## src/rtl/pow_if.sv

```systemverilog
// pow_if: request/response bundle for pow_unit.
//   start  : request, sampled only while the unit is idle
//   base   : unsigned base operand, captured on an accepted start
//   exp    : unsigned exponent operand, captured on an accepted start
//   busy   : high while the exponentiation is iterating
//   done   : one-cycle pulse, result/ovf valid from this cycle
//   result : base^exp mod 2^RES_W, held until the next done
//   ovf    : true base^exp did not fit in RES_W bits, held with result
interface pow_if #(
  parameter int BASE_W = 8,
  parameter int EXP_W  = 4,
  parameter int RES_W  = 32
);
  logic              start;
  logic [BASE_W-1:0] base;
  logic [EXP_W-1:0]  exp;
  logic              busy;
  logic              done;
  logic [RES_W-1:0]  result;
  logic              ovf;

  modport master (output start, base, exp, input busy, done, result, ovf);
  modport slave  (input start, base, exp, output busy, done, result, ovf);
endinterface

```

## src/rtl/pow_unit.sv

```systemverilog
// pow_unit: iterative unsigned exponentiation by square-and-multiply.
//   clk   : single clock, all state changes on the rising edge
//   reset : synchronous active-high reset
//   bus   : pow_if slave (start/base/exp in, busy/done/result/ovf out)
//
// state | meaning
// IDLE  | waiting for start, operands captured on accept
// CALC  | one exponent bit consumed per cycle (busy=1)
// DONE  | final acc/aovf copied to the output registers
module pow_unit #(
  parameter int BASE_W = 8,
  parameter int EXP_W  = 4,
  parameter int RES_W  = 32
) (
  input logic  clk,
  input logic  reset,
  pow_if.slave bus
);

  typedef enum logic [1:0] {IDLE, CALC, DONE} state_e;

  state_e             state_q, state_d;
  logic [RES_W-1:0]   acc_q, acc_d;
  logic [RES_W-1:0]   b_q, b_d;
  logic [EXP_W-1:0]   e_q, e_d;
  logic               bovf_q, bovf_d;
  logic               aovf_q, aovf_d;
  logic [RES_W-1:0]   result_q, result_d;
  logic               ovf_q, ovf_d;
  logic               done_q, done_d;
  logic [2*RES_W-1:0] prod_ab, prod_bb;

  // Full-width products so the upper half can flag overflow.
  assign prod_ab = {{RES_W{1'b0}}, acc_q} * {{RES_W{1'b0}}, b_q};
  assign prod_bb = {{RES_W{1'b0}}, b_q} * {{RES_W{1'b0}}, b_q};

  always_comb begin
    state_d  = state_q;
    acc_d    = acc_q;
    b_d      = b_q;
    e_d      = e_q;
    bovf_d   = bovf_q;
    aovf_d   = aovf_q;
    result_d = result_q;
    ovf_d    = ovf_q;
    done_d   = 1'b0;
    unique case (state_q)
      IDLE: begin
        if (bus.start) begin
          acc_d   = RES_W'(1);
          b_d     = RES_W'(bus.base);
          e_d     = bus.exp;
          bovf_d  = 1'b0;
          aovf_d  = 1'b0;
          state_d = (bus.exp != '0) ? CALC : DONE;
        end
      end
      CALC: begin
        if (e_q[0]) begin
          acc_d = prod_ab[RES_W-1:0];
          // An overflowed b (bovf) means the true multiplicand is already
          // >= 2^RES_W, so the true accumulator overflows too.
          if ((prod_ab[2*RES_W-1:RES_W] != '0) || bovf_q) aovf_d = 1'b1;
        end
        b_d = prod_bb[RES_W-1:0];
        if (prod_bb[2*RES_W-1:RES_W] != '0) bovf_d = 1'b1;
        e_d = e_q >> 1;
        if ((e_q >> 1) == '0) state_d = DONE;
      end
      DONE: begin
        result_d = acc_q;
        ovf_d    = aovf_q;
        done_d   = 1'b1;
        state_d  = IDLE;
      end
      default: state_d = IDLE;
    endcase
  end

  always_ff @(posedge clk) begin
    if (reset) begin
      state_q  <= IDLE;
      acc_q    <= '0;
      b_q      <= '0;
      e_q      <= '0;
      bovf_q   <= 1'b0;
      aovf_q   <= 1'b0;
      result_q <= '0;
      ovf_q    <= 1'b0;
      done_q   <= 1'b0;
    end else begin
      state_q  <= state_d;
      acc_q    <= acc_d;
      b_q      <= b_d;
      e_q      <= e_d;
      bovf_q   <= bovf_d;
      aovf_q   <= aovf_d;
      result_q <= result_d;
      ovf_q    <= ovf_d;
      done_q   <= done_d;
    end
  end

  assign bus.busy   = (state_q == CALC);
  assign bus.done   = done_q;
  assign bus.result = result_q;
  assign bus.ovf    = ovf_q;

endmodule

```

## src/flat_wrapper.sv

```systemverilog
// flat-port wrapper written by rule: the top's interface ports become plain ports
module pow_unit_flat 
#(
  parameter int BASE_W = 8,
  parameter int EXP_W  = 4,
  parameter int RES_W  = 32
)
  (clk, reset, bus_start, bus_base, bus_exp, bus_busy, bus_done, bus_result, bus_ovf);
  pow_if #(.BASE_W(BASE_W), .EXP_W(EXP_W), .RES_W(RES_W)) bus_i ();
  input logic clk;
  input logic reset;
  input wire logic [$bits(bus_i.start)-1:0] bus_start;
  input wire logic [$bits(bus_i.base)-1:0] bus_base;
  input wire logic [$bits(bus_i.exp)-1:0] bus_exp;
  output wire logic [$bits(bus_i.busy)-1:0] bus_busy;
  output wire logic [$bits(bus_i.done)-1:0] bus_done;
  output wire logic [$bits(bus_i.result)-1:0] bus_result;
  output wire logic [$bits(bus_i.ovf)-1:0] bus_ovf;
  assign bus_i.start = bus_start;
  assign bus_i.base = bus_base;
  assign bus_i.exp = bus_exp;
  assign bus_busy = bus_i.busy;
  assign bus_done = bus_i.done;
  assign bus_result = bus_i.result;
  assign bus_ovf = bus_i.ovf;
  pow_unit #(.BASE_W(BASE_W), .EXP_W(EXP_W), .RES_W(RES_W)) u_core (.clk(clk), .reset(reset), .bus(bus_i));
endmodule
```

## config.mk

```make
export PLATFORM = sky130hd
export DESIGN_NAME = pow_unit_flat
export DESIGN_NICKNAME = d
export VERILOG_FILES = /design/src/rtl/pow_if.sv /design/src/rtl/pow_unit.sv /design/src/flat_wrapper.sv
export SDC_FILE = /design/constraint.sdc
export NUM_CORES = 2
export LEC_CHECK = 0
export ABC_AREA = 1
export CORE_MARGIN = 2
export CORE_UTILIZATION = 65
export DETAILED_ROUTE_END_ITERATION = 12
export GPL_ROUTABILITY_DRIVEN = 0
export PLACE_DENSITY_LB_ADDON = 0.08
export SLEW_MARGIN = 40
export SYNTH_ARGS = -nofsm -noshare
export SYNTH_HDL_FRONTEND = slang
export SYNTH_SLANG_ARGS = --single-unit
```

## constraint.sdc

```tcl
create_clock -name clk -period 9.4 [get_ports clk]
set_clock_uncertainty 0.2 [all_clocks]
set_input_delay 1.41 -clock clk [delete_from_list [all_inputs] [get_ports clk]]
set_output_delay 1.41 -clock clk [all_outputs]
set_load 0.03 [all_outputs]
```

==> flow_metrics.tcl <==
set metrics [dict create \
    outcome "finished, final reports clean" \
    viasPerCell 5.36 \
    cts_resized 0 \
    first_pass_iters 7 \
    cts_buffer_depth 2 \
    worstPathArrival_ps 8530 \
    ys_seq_area_share_pct 3.01 \
    synth_top_area_share_pct 48.5 \
    critPathMaxFanout 25 \
    cts_sinks 106 \
    synthesis.nets 11600 \
    die_height_um 333 \
    syn_inst 9362 \
    die_w_um 333 \
    period_needed_ps 8430 \
    clk_latency_ps 430 \
    totalWireLength_um 196000 \
    stdcell_area_um2 73000 \
    synth-compound-area-share_pct 2.61 \
    post_cts_buffers 0 \
    grt_pass1_vias 60500 \
    required_ps 9500 \
    syn_to_final_growth_pct 3.48 \
    synth_top_family_by_area "adder cells" \
    synthSimpleGateAreaFrac_pct 18.0 \
    grt_start_max_net_pins 66 \
    p_per_area_nw_per_um2 22.1 \
    synthTopCellsByArea "fa_1, inv_1, nand2_1" \
    avgSynthCellArea_um2 7.53 \
    yosysTopAreaCell "fa_1" \
    finalPower_mw 1.61 \
    rows 120 \
    max_freq_ghz 0.119 \
    yosysWarningCount 0 \
    cts_htree_levels 3 \
    synth_enable_flop_cells 0 \
    num_vias 56700 \
    report.final.slew_viol_count 0 \
    cap_violations 0 \
    synth_cell_type_count 37 \
    setup_tns_ps 0 \
    worst_setup_path_end_kind "register" \
    drt-initial-drc-count 5286 \
    io_pins 50 \
    port_buffers 49 \
    synth_seq_cells 106 \
    grt_overflow 0 \
    finalCritPeriodShare_pct 89.7 \
    p_leak_nw 42.5 \
    dp_hpwl_um 161000 \
    cts_tree "done" \
    synth_area_um2 70500 \
    hold_buffers 0 \
    synth-xor-area-share_pct 0.360 \
    ys_top_cells_by_count "inv_1, nand2_1, fa_1, ha_1, nor2_1" \
    synthAdderAreaFrac_pct 57.9 \
    startpoint_type "register" \
    initial_core_util_pct 65.7 \
    num_antenna_cells 0 \
    grt_first_pass_wirelength_um 323000 \
    root_buffer "clkbuf_16" \
    hold_class "register to register" \
    async_flop_share_pct 0 \
    antenna_found_initial 0 \
    clk_pin_slew_ps 110 \
    yosysMostFrequentCell "inv_1" \
    post_drt_wl_per_cell_um 18.5 \
    finalHoldViolCount 0 \
    fin_util_pct 68.0 \
    setup_viol 0 \
    route.detailed.drc 0 \
    vdd_drop_max_mv 0.0964 \
    ant_nets 0 \
    drive_gt1_share_pct 2.92 \
    slew_headroom_pct 37.7 \
    worst_path_largest_cell_delay_ps 810 \
    track_usage_pct 37.3 \
    coreArea_um2 107000 \
    die_area_um2 111000 \
    place_area_um2 72600 \
    tightestPinTransition_ps 933 \
    finalNetCount 11400 \
    crit_path_top_delay_cell "dfxtp_2" \
    worstSetupPathType "register to register" \
    cts_buffers 9 \
    critPathMostFrequentCell "fa_1" \
    rsz0062_at_grt "false" \
    synth_ff_type "dfxtp_1" \
    yosys-mux-area-fraction_pct 0 \
    whs_ps 270 \
]
[layout by cell type (no fill, tap or decap), drive strengths merged, types with 10 or more instances in the layout]
master         netlist  routed
ha                 527     527
nand2             2705    2705
o21bai              15      15
inv               3012    3018
nand3              122     122
nand4               32      32
nor3                22      22
o21ai              118     118
nand3b              10      10
nor2               319     319
dfxtp              106     106
xor2                17      17
clkdlybuf4s50        0      48
a21oi              203     203
fa                1710    1710
buf                121     133
nor4                10      10
xnor2               12      12
[worst paths after layout]
| kind | startpoint | depth (start not counted) | to | slack (ps) |
|---|---|---|---|---|
| max reg2reg | u_core.b_q[4] | 29 | u_core.bovf_q | 970 |
| max | u_core.b_q[4] | 29 | u_core.bovf_q | 970 |
| min reg2reg | u_core.e_q[3] | 2 | u_core.e_q[3] | 270 |
| min | u_core.e_q[3] | 2 | u_core.e_q[3] | 270 |
[critical path: cells and delay by family, from the launching register on]
family	cells	cell delay (ps)
fa+ha+maj	9	4460
simple gates	13	1920
flops	1	810
buf+inv	5	660
compound gates	2	230
[final cells by class]
class | instances | area, um^2
Clock buffer | 9 | 225
Sequential cell | 106 | 2210
Tap cell | 1403 | 1760
Timing Repair Buffer | 181 | 1740
Clock inverter | 7 | 83.8
Multi-Input combinational cell | 5858 | 55600
Fill cell | 9365 | 34400
Inverter | 3013 | 11300
[where the power goes]
| group | internal [mW] | leakage, nW | switching, mW |
|---|---|---|---|
| combinational | 0.187 | 41.5 | 0.414 |
| clock | 0.194 | 0.152 | 0.260 |
| sequential | 0.469 | 0.883 | 0.0895 |
[per-layer routing]
layer | track usage (%) | part of all wire, % | up-vias
li1 | - | - | 25500
met1 | 51.5 | 40 | 27800
met2 | 59.7 | 46 | 2803
met3 | 6.52 | 10 | 534
met5 | 0 | 0 | -
met4 | 13.9 | 4.4 | 0
[sequential cells by signal, summed over array words and instances (netlist names)]
signal / flops
u_core.acc_q: 32
u_core.aovf_q: 1
u_core.b_q: 32
u_core.bovf_q: 1
u_core.bus.done: 1
u_core.bus.ovf: 1
u_core.bus.result: 32
u_core.e_q: 4
u_core.state_q: 2
[kinds of logic (layout without fill, tap and decap cells)]
family,Yosys count,in the layout
flops,106,106
xor+xnor,29,29
simple gates,3239,3239
fa+ha+maj,2237,2237
compound gates,353,353
buf+inv,3398,3210
[through the flow]
stage,cells,setup slack (ps)
global route,10600,723
floorplan,9362,2300
finish,10600,969
global placement,10600,1040
CTS,10600,1130
detailed placement,10600,1170
Note: power is estimated with default switching activity, not from simulation.
